### src/rtl/trace_pkg.sv
// Shared definitions for the retire-trace unit: record layout, word count, FSM encoding.
// Build option: TRACE_CYCLE_STAMP_EN appends a cycle-stamp word W4 to each record.
package trace_pkg;

`ifdef TRACE_CYCLE_STAMP_EN
  localparam int NW = 5;
`else
  localparam int NW = 4;
`endif

  localparam int WORD_W       = 32;
  localparam int REC_W        = NW * WORD_W;
  localparam int W2_WE_BIT    = 31;
  localparam int W2_WADDR_MSB = 4;
  localparam int W2_WADDR_LSB = 0;

  typedef enum logic [2:0] {
    IDLE = 3'd0,
    W0   = 3'd1,
    W1   = 3'd2,
    W2   = 3'd3,
    W3   = 3'd4
`ifdef TRACE_CYCLE_STAMP_EN
    ,
    W4   = 3'd5
`endif
  } state_t;

`ifdef TRACE_CYCLE_STAMP_EN
  localparam state_t LAST_ST = W4;
`else
  localparam state_t LAST_ST = W3;
`endif

  function automatic logic [WORD_W-1:0] rec_word(input logic [REC_W-1:0] rec,
                                                 input logic [2:0]       idx);
    return rec[idx*WORD_W +: WORD_W];
  endfunction

  // A write to $0 is architecturally a no-op, so it is recorded as no-write.
  function automatic logic [WORD_W-1:0] w2_pack(input logic       we_eff,
                                                input logic [4:0] waddr);
    logic [WORD_W-1:0] w;
    w = 32'd0;
    w[W2_WE_BIT] = we_eff;
    w[W2_WADDR_MSB:W2_WADDR_LSB] = waddr;
    return w;
  endfunction

endpackage

### src/rtl/trace_capture_if.sv
// Word stream from the trace unit to its consumer (host, UART or compare block).
interface trace_capture_if;
  logic        t_valid;
  logic        t_ready;
  logic [31:0] t_data;
  logic        t_last;

  modport master (output t_valid, output t_data, output t_last, input t_ready);
  modport slave  (input t_valid, input t_data, input t_last, output t_ready);
endinterface

### src/rtl/trace_fifo.sv
// Synchronous record FIFO; an extra pointer bit separates full from empty.
module trace_fifo #(
  parameter int WIDTH = 128,
  parameter int DEPTH = 8
) (
  input  logic             clk,
  input  logic             rst_n,
  input  logic             flush,
  input  logic             push,
  input  logic             pop,
  input  logic [WIDTH-1:0] din,
  output logic [WIDTH-1:0] dout,
  output logic             full,
  output logic             empty
);
  localparam int AW = $clog2(DEPTH);
  localparam logic [AW:0] PTR_ZERO = {(AW+1){1'b0}};
  localparam logic [AW:0] PTR_ONE  = {{AW{1'b0}}, 1'b1};

  logic [WIDTH-1:0] mem_r [DEPTH];
  logic [AW:0]      wr_ptr_r;
  logic [AW:0]      rd_ptr_r;
  logic             do_push_s;
  logic             do_pop_s;

  assign empty     = (wr_ptr_r == rd_ptr_r);
  assign full      = (wr_ptr_r[AW] != rd_ptr_r[AW]) &&
                     (wr_ptr_r[AW-1:0] == rd_ptr_r[AW-1:0]);
  assign do_push_s = push && !full && !flush;
  assign do_pop_s  = pop && !empty;
  assign dout      = mem_r[rd_ptr_r[AW-1:0]];

  // Storage array; pointers gate every read so contents need no reset.
  always_ff @(posedge clk) begin
    if (do_push_s) begin
      mem_r[wr_ptr_r[AW-1:0]] <= din;
    end
  end

  // Pointer update; flush empties the FIFO ahead of any traffic.
  always_ff @(posedge clk or negedge rst_n) begin
    if (!rst_n) begin
      wr_ptr_r <= PTR_ZERO;
      rd_ptr_r <= PTR_ZERO;
    end else if (flush) begin
      wr_ptr_r <= PTR_ZERO;
      rd_ptr_r <= PTR_ZERO;
    end else begin
      if (do_push_s) begin
        wr_ptr_r <= wr_ptr_r + PTR_ONE;
      end
      if (do_pop_s) begin
        rd_ptr_r <= rd_ptr_r + PTR_ONE;
      end
    end
  end

endmodule

### src/rtl/trace_capture.sv
// Retire-trace unit: captures each retired instruction into a FIFO and streams it as NW words.
// Build option: TRACE_CYCLE_STAMP_EN adds a free-running cycle stamp as word W4.
module trace_capture
  import trace_pkg::*;
#(
  parameter int DEPTH       = 8,
  parameter int MAX_RECORDS = 153,
  parameter int DROP_W      = 16
) (
  input  logic              clk_in,
  input  logic              reset,
  input  logic              enable,
  input  logic              clear,
  input  logic              retire_valid,
  input  logic [31:0]       retire_pc,
  input  logic [31:0]       retire_instr,
  input  logic              rf_we,
  input  logic [4:0]        rf_waddr,
  input  logic [31:0]       rf_wdata,
  trace_capture_if.master   tx,
  output logic              overflow,
  output logic [DROP_W-1:0] drop_cnt,
  output logic              done,
  output logic [15:0]       rec_cnt
);

  logic [REC_W-1:0]  rec_in_s;
  logic [REC_W-1:0]  fifo_dout_s;
  logic [REC_W-1:0]  rec_r;
  logic              we_eff_s;
  logic              push_s;
  logic              wr_s;
  logic              drop_s;
  logic              fifo_full_s;
  logic              fifo_empty_s;
  logic              fifo_pop_s;
  logic              hs_s;
  state_t            state_r;
  state_t            state_nxt_s;
  logic              t_valid_r;
  logic              t_valid_nxt_s;
  logic [31:0]       t_data_r;
  logic [31:0]       t_data_nxt_s;
  logic              t_last_r;
  logic              t_last_nxt_s;
  logic [15:0]       rec_cnt_r;
  logic [DROP_W-1:0] drop_cnt_r;
  logic              overflow_r;
  logic              done_r;
`ifdef TRACE_CYCLE_STAMP_EN
  logic [31:0]       cyc_r;
`endif

  assign we_eff_s = rf_we && (rf_waddr != 5'd0);
  assign push_s   = retire_valid && enable && !done_r && !clear;
  // full is the pre-edge value: a push onto a full FIFO drops even if a pop happens now.
  assign wr_s     = push_s && !fifo_full_s;
  assign drop_s   = push_s && fifo_full_s;
  assign hs_s     = t_valid_r && tx.t_ready;

  // Assemble the record from the commit information of the retiring instruction.
  always_comb begin
    rec_in_s = {REC_W{1'b0}};
    rec_in_s[0*WORD_W +: WORD_W] = retire_pc;
    rec_in_s[1*WORD_W +: WORD_W] = retire_instr;
    rec_in_s[2*WORD_W +: WORD_W] = w2_pack(we_eff_s, rf_waddr);
    rec_in_s[3*WORD_W +: WORD_W] = we_eff_s ? rf_wdata : 32'd0;
`ifdef TRACE_CYCLE_STAMP_EN
    rec_in_s[4*WORD_W +: WORD_W] = cyc_r;
`endif
  end

  trace_fifo #(
    .WIDTH (REC_W),
    .DEPTH (DEPTH)
  ) u_fifo (
    .clk   (clk_in),
    .rst_n (reset),
    .flush (clear),
    .push  (wr_s),
    .pop   (fifo_pop_s),
    .din   (rec_in_s),
    .dout  (fifo_dout_s),
    .full  (fifo_full_s),
    .empty (fifo_empty_s)
  );

  // Serializer next-state and next-output logic; a fetch pops the head into rec_r.
  always_comb begin
    state_nxt_s   = state_r;
    t_valid_nxt_s = t_valid_r;
    t_data_nxt_s  = t_data_r;
    t_last_nxt_s  = t_last_r;
    fifo_pop_s    = 1'b0;
    case (state_r)
      IDLE: begin
        if (!fifo_empty_s) begin
          fifo_pop_s    = 1'b1;
          state_nxt_s   = W0;
          t_valid_nxt_s = 1'b1;
          t_data_nxt_s  = rec_word(fifo_dout_s, 3'd0);
          t_last_nxt_s  = 1'b0;
        end else begin
          t_valid_nxt_s = 1'b0;
          t_data_nxt_s  = 32'd0;
          t_last_nxt_s  = 1'b0;
        end
      end
      default: begin
        if (state_r > LAST_ST) begin
          state_nxt_s   = IDLE;
          t_valid_nxt_s = 1'b0;
          t_data_nxt_s  = 32'd0;
          t_last_nxt_s  = 1'b0;
        end else if (!hs_s) begin
          state_nxt_s = state_r;
        end else if (state_r == LAST_ST) begin
          if (!fifo_empty_s) begin
            fifo_pop_s    = 1'b1;
            state_nxt_s   = W0;
            t_valid_nxt_s = 1'b1;
            t_data_nxt_s  = rec_word(fifo_dout_s, 3'd0);
            t_last_nxt_s  = 1'b0;
          end else begin
            state_nxt_s   = IDLE;
            t_valid_nxt_s = 1'b0;
            t_data_nxt_s  = 32'd0;
            t_last_nxt_s  = 1'b0;
          end
        end else begin
          // State Wk carries code k+1, which is also the index of the next word.
          state_nxt_s  = state_t'(3'(state_r) + 3'd1);
          t_data_nxt_s = rec_word(rec_r, 3'(state_r));
          t_last_nxt_s = ((3'(state_r) + 3'd1) == 3'(LAST_ST));
        end
      end
    endcase
  end

  // Serializer state, registered stream outputs and latched record.
  always_ff @(posedge clk_in or negedge reset) begin
    if (!reset) begin
      state_r   <= IDLE;
      t_valid_r <= 1'b0;
      t_data_r  <= 32'd0;
      t_last_r  <= 1'b0;
      rec_r     <= {REC_W{1'b0}};
    end else if (clear) begin
      state_r   <= IDLE;
      t_valid_r <= 1'b0;
      t_data_r  <= 32'd0;
      t_last_r  <= 1'b0;
      rec_r     <= {REC_W{1'b0}};
    end else begin
      state_r   <= state_nxt_s;
      t_valid_r <= t_valid_nxt_s;
      t_data_r  <= t_data_nxt_s;
      t_last_r  <= t_last_nxt_s;
      if (fifo_pop_s) begin
        rec_r <= fifo_dout_s;
      end
    end
  end

  // Accepted/dropped record accounting; done freezes capture at MAX_RECORDS.
  always_ff @(posedge clk_in or negedge reset) begin
    if (!reset) begin
      rec_cnt_r  <= 16'd0;
      drop_cnt_r <= {DROP_W{1'b0}};
      overflow_r <= 1'b0;
      done_r     <= 1'b0;
    end else if (clear) begin
      rec_cnt_r  <= 16'd0;
      drop_cnt_r <= {DROP_W{1'b0}};
      overflow_r <= 1'b0;
      done_r     <= 1'b0;
    end else begin
      if (wr_s) begin
        rec_cnt_r <= rec_cnt_r + 16'd1;
        if ((rec_cnt_r + 16'd1) == 16'(MAX_RECORDS)) begin
          done_r <= 1'b1;
        end
      end
      if (drop_s) begin
        overflow_r <= 1'b1;
        if (drop_cnt_r != {DROP_W{1'b1}}) begin
          drop_cnt_r <= drop_cnt_r + {{(DROP_W-1){1'b0}}, 1'b1};
        end
      end
    end
  end

`ifdef TRACE_CYCLE_STAMP_EN
  // Free-running cycle counter sampled into W4 at the push edge.
  always_ff @(posedge clk_in or negedge reset) begin
    if (!reset) begin
      cyc_r <= 32'd0;
    end else if (clear) begin
      cyc_r <= 32'd0;
    end else begin
      cyc_r <= cyc_r + 32'd1;
    end
  end
`endif

  assign tx.t_valid = t_valid_r;
  assign tx.t_data  = t_data_r;
  assign tx.t_last  = t_last_r;
  assign overflow   = overflow_r;
  assign drop_cnt   = drop_cnt_r;
  assign done       = done_r;
  assign rec_cnt    = rec_cnt_r;

endmodule

### src/flat_wrapper.sv
// flat-port wrapper written by rule: the top's interface ports become plain ports
module trace_capture_flat import trace_pkg::*;
#(
  parameter int DEPTH       = 8,
  parameter int MAX_RECORDS = 153,
  parameter int DROP_W      = 16
)
  (clk_in, reset, enable, clear, retire_valid, retire_pc, retire_instr, rf_we, rf_waddr, rf_wdata, overflow, drop_cnt, done, rec_cnt, tx_t_valid, tx_t_data, tx_t_last, tx_t_ready);
  trace_capture_if tx_i ();
  input  logic clk_in;
  input  logic reset;
  input  logic enable;
  input  logic clear;
  input  logic retire_valid;
  input  logic [31:0] retire_pc;
  input  logic [31:0] retire_instr;
  input  logic rf_we;
  input  logic [4:0] rf_waddr;
  input  logic [31:0] rf_wdata;
  output logic overflow;
  output logic [DROP_W-1:0] drop_cnt;
  output logic done;
  output logic [15:0] rec_cnt;
  output wire logic [$bits(tx_i.t_valid)-1:0] tx_t_valid;
  output wire logic [$bits(tx_i.t_data)-1:0] tx_t_data;
  output wire logic [$bits(tx_i.t_last)-1:0] tx_t_last;
  input wire logic [$bits(tx_i.t_ready)-1:0] tx_t_ready;
  assign tx_t_valid = tx_i.t_valid;
  assign tx_t_data = tx_i.t_data;
  assign tx_t_last = tx_i.t_last;
  assign tx_i.t_ready = tx_t_ready;
  trace_capture #(.DEPTH(DEPTH), .MAX_RECORDS(MAX_RECORDS), .DROP_W(DROP_W)) u_core (.clk_in(clk_in), .reset(reset), .enable(enable), .clear(clear), .retire_valid(retire_valid), .retire_pc(retire_pc), .retire_instr(retire_instr), .rf_we(rf_we), .rf_waddr(rf_waddr), .rf_wdata(rf_wdata), .tx(tx_i), .overflow(overflow), .drop_cnt(drop_cnt), .done(done), .rec_cnt(rec_cnt));
endmodule
### config.mk
export PLATFORM = sky130hd
export DESIGN_NAME = trace_capture_flat
export DESIGN_NICKNAME = d
export VERILOG_FILES = /design/src/rtl/trace_pkg.sv /design/src/rtl/trace_capture_if.sv /design/src/rtl/trace_fifo.sv /design/src/rtl/trace_capture.sv /design/src/flat_wrapper.sv
export SDC_FILE = /design/constraint.sdc
export NUM_CORES = 1
export LEC_CHECK = 0
export CAP_MARGIN = 30
export CORE_UTILIZATION = 60
export DETAILED_ROUTE_END_ITERATION = 8
export HOLD_SLACK_MARGIN = 0.05
export PLACE_DENSITY = 0.79
export SETUP_SLACK_MARGIN = 0.2
export SLEW_MARGIN = 15
export SYNTH_ARGS = -nofsm -noshare
export SYNTH_HDL_FRONTEND = slang
export SYNTH_SLANG_ARGS = --single-unit
### constraint.sdc
create_clock -name clk_in -period 13.99 [get_ports clk_in]
set_clock_uncertainty 0.1 [all_clocks]
set_input_delay 3.4975 -clock clk_in [delete_from_list [all_inputs] [get_ports clk_in]]
set_output_delay 3.4975 -clock clk_in [all_outputs]
set_load 0.03 [all_outputs]
==> run summary <==
Starting DRT DRC Count -> 2010
most frequent cell on the critical path -> buf_4
grt ovf -> 0
multi-input logic area -> 0.00965 mm2
average cell area after synthesis -> 18.8 um2
post-synth top area share -> 0.625
number of global-route vias before repair -> 21.1k
Max Cap Viol -> 0
Die Area -> 0.0664 mm2
synthesis-stage register bit count -> 997
FILL cells -> 3876
global-route wire length before repair -> 131 mm
setup TNS -> 0 ns
# placed instances -> 3019
CTS sink count -> 997
Root Buffer Master -> clkbuf_16
Largest stage delay, worst path -> 0.80 ns
Primary FF master, synth -> edfxtp_1
Row Count -> 93
Resized cells post-CTS -> 0
cell leakage power -> 14.6 nW
Syn Inst Count -> 2084
CTS H-tree lvls -> 3
Die Height -> 258 um
io pins -> 176
maximum vdd drop -> 0.178 mV
Clock Tree Buf Depth -> 3
Initial Utilization -> 0.608
Post-synth EDFFs -> 816
Layout Nets -> 2385
main area contributors after synthesis -> edfxtp_1 (63%), mux4_2 (12%), dfrtp_1 (12%), mux2i_1 (3.3%), a211oi_1 (2.0%)
Final Max Slew Viols -> 0
FF-to-FF path depth -> 7
CTS Hold Bufs -> 0
vias per std cell -> 6.44
Post-synth ARST share -> 0.182
DRC Markers -> 0
Worst Setup Start Kind -> input port
post-route ant nets -> 0
clock latency at the later pin of the worst-skew pair -> 0.65 ns
core area -> 0.0645 mm2
CP cell instances -> clkdlybuf4s50_1, or4bb_1, nor2b_1, nand2_1, nor3_2, buf_4, buf_4
Cell Count, Final, Fillers Out -> 3208
crit path capture type -> register
drt pass-1 iters -> 6
CP bufs+invs -> 3
Post-CTS Setup Bufs -> 0
fin crit share -> 0.521
synthesized area -> 0.0392 mm2
# setup viols final -> 0
Hold Path Depth -> 1
delay-heaviest family, CP -> buffers and inverters
Critical Path AT -> 7.44 ns
most common library cell in the layout ignoring fill and taps -> edfxtp_1
highest-count cells in the layout ignoring fill and taps -> edfxtp_1 (816), mux4_2 (210), dfrtp_1 (177)
detailed placer's ending HPWL -> 49.0 mm
Critical Path Stages -> 7
RSZ-0062 raised after global routing -> no
drt total wl -> 86.9 mm
HP Class -> reg -> reg
Final Hold Violating Endpoints -> 0
Port-buffer cells -> 175
status -> complete, no violations
die width -> 258 um
share of post-route cells with drive strength above 1 -> 0.174
fmax -> 137 MHz
Area Overhead vs Synth -> 15.2%
CTS buffer count -> 97
clock-pin slew on the worst setup and hold paths -> 0.06 ns
Mapped Nets -> 2200
initial antenna violation count -> 4
CTS tree -> built
largest net degree at the start of global routing -> 210
worst endpoint required time -> 14.15 ns
Power per Cell Area -> 169 mW/mm2
kind of critical path -> in -> reg
Final min period -> 7.29 ns
CP max stage cell -> buf_4
YS warnings -> 0
Synth area leader -> edfxtp_1
Storage cell area -> 0.0290 mm2
max_slew headroom -> 0.337
Seq/Total Area, Yosys -> 0.741
Worst Path Max Fanout -> 53
overall routing resource usage -> 0.267
worst slew pin tran -> 0.995 ns
DR vias -> 20.7k
Routed wire per std cell -> 27.1 um
RD Place Congestion -> 0.802
post-synth cell types -> 48
## metrics by stage
step           hold WS [ns]  total power, W   util  instance area (um2)  worst slack, ns
2_1_floorplan         0.438         0.00462      -                39200             1.57
3_3_place_gp          0.387         0.00509  0.649                41800             6.09
3_5_place_dp          0.394         0.00515  0.650                41900             6.05
4_1_cts               0.406         0.00765  0.698                45000             6.73
5_1_grt               0.426         0.00790  0.701                45200             6.48
6_report              0.401         0.00763  0.701                45200             6.70
## registers in the layout (all words and copies together) (netlist names)
| signal | flops |
|---|---|
| u_core.done | 1 |
| u_core.drop_cnt | 16 |
| u_core.overflow | 1 |
| u_core.rec_cnt | 16 |
| u_core.rec_r | 102 |
| u_core.state_r | 3 |
| u_core.tx.t_data | 32 |
| u_core.tx.t_last | 1 |
| u_core.tx.t_valid | 1 |
| u_core.u_fifo.mem_r | 816 |
| u_core.u_fifo.rd_ptr_r | 4 |
| u_core.u_fifo.wr_ptr_r | 4 |
## synthesized netlist by cell type, types with 2 or more instances
cell	count
nand2b_1	7
dfrtp_1	181
mux4_2	210
and2_0	3
nor3_1	14
ha_1	8
nand2_1	38
clkbuf_1	98
and2_1	33
a22o_1	33
o21a_1	2
and3_1	5
buf_6	2
nand4_1	12
nor4_1	5
o21ai_0	30
nand3b_1	2
buf_1	3
nand3_1	13
a31oi_1	2
o22ai_1	28
o31ai_1	9
a21oi_1	36
buf_2	32
xnor2_1	7
o2bb2ai_1	2
edfxtp_1	816
or3_1	3
a211oi_1	103
nor2b_1	2
inv_1	8
nor2_1	173
mux2i_1	130
xor2_1	20
## power breakdown
group          switching (W)  internal [W]
clock                0.00108       0.00143
sequential          0.000164       0.00341
combinational       0.000896      0.000651
## layout make-up
cell class,count,share of cell area
antenna,2,0.000111
inverter,9,0.000748
sequential,997,0.643
clock buffer,141,0.0596
clock inverter,40,0.00850
tap,855,0.0237
multi-input combinational,943,0.214
timing repair buffer,221,0.0507
## worst reg2reg max path: stages (launching register included)
cell and delay, ns:
dfrtp_4 0.99, xor2_1 0.40, or4_4 0.25, nor2b_1 0.60, nand2_1 0.44, nor3_2 0.20
buf_4 0.79, buf_4 0.82
## routing by layer
| metal | GRT usage | share of wire |
|---|---|---|
| met4 | 0.0812 | 0.027 |
| met2 | 0.427 | 0.49 |
| met1 | 0.371 | 0.39 |
| met5 | 0 | 0.00029 |
| met3 | 0.0613 | 0.089 |
## final timing paths
check                                                 startpoint                                     to  slack, ns
min                             u_core.tx.t_data[27]$_DFFE_PN0P_       u_core.tx.t_data[27]$_DFFE_PN0P_       0.40
max in group asynchronous                                  reset  u_core.u_fifo.rd_ptr_r[2]$_DFFE_PN0P_       9.70
max                                                 retire_valid   u_core.u_fifo.mem_r[1][83]$_DFFE_PP_       6.70
max reg2reg                u_core.u_fifo.rd_ptr_r[2]$_DFFE_PN0P_   u_core.u_fifo.mem_r[1][83]$_DFFE_PP_       9.00
min reg2reg                     u_core.tx.t_data[27]$_DFFE_PN0P_       u_core.tx.t_data[27]$_DFFE_PN0P_       0.40
min in group asynchronous                                  reset        u_core.drop_cnt[13]$_DFFE_PN0P_       2.67
## cells by family after synthesis
family | synth area share
and+or+nand+nor | 0.0371
DFF | 0.741
AOI/OAI and AO/OA | 0.0446
muxes | 0.154
adders and majority gates | 0.00255
buffers and inverters | 0.0152
xor gates and xnor gates | 0.00603
Note: power is estimated with default switching activity, not from simulation.
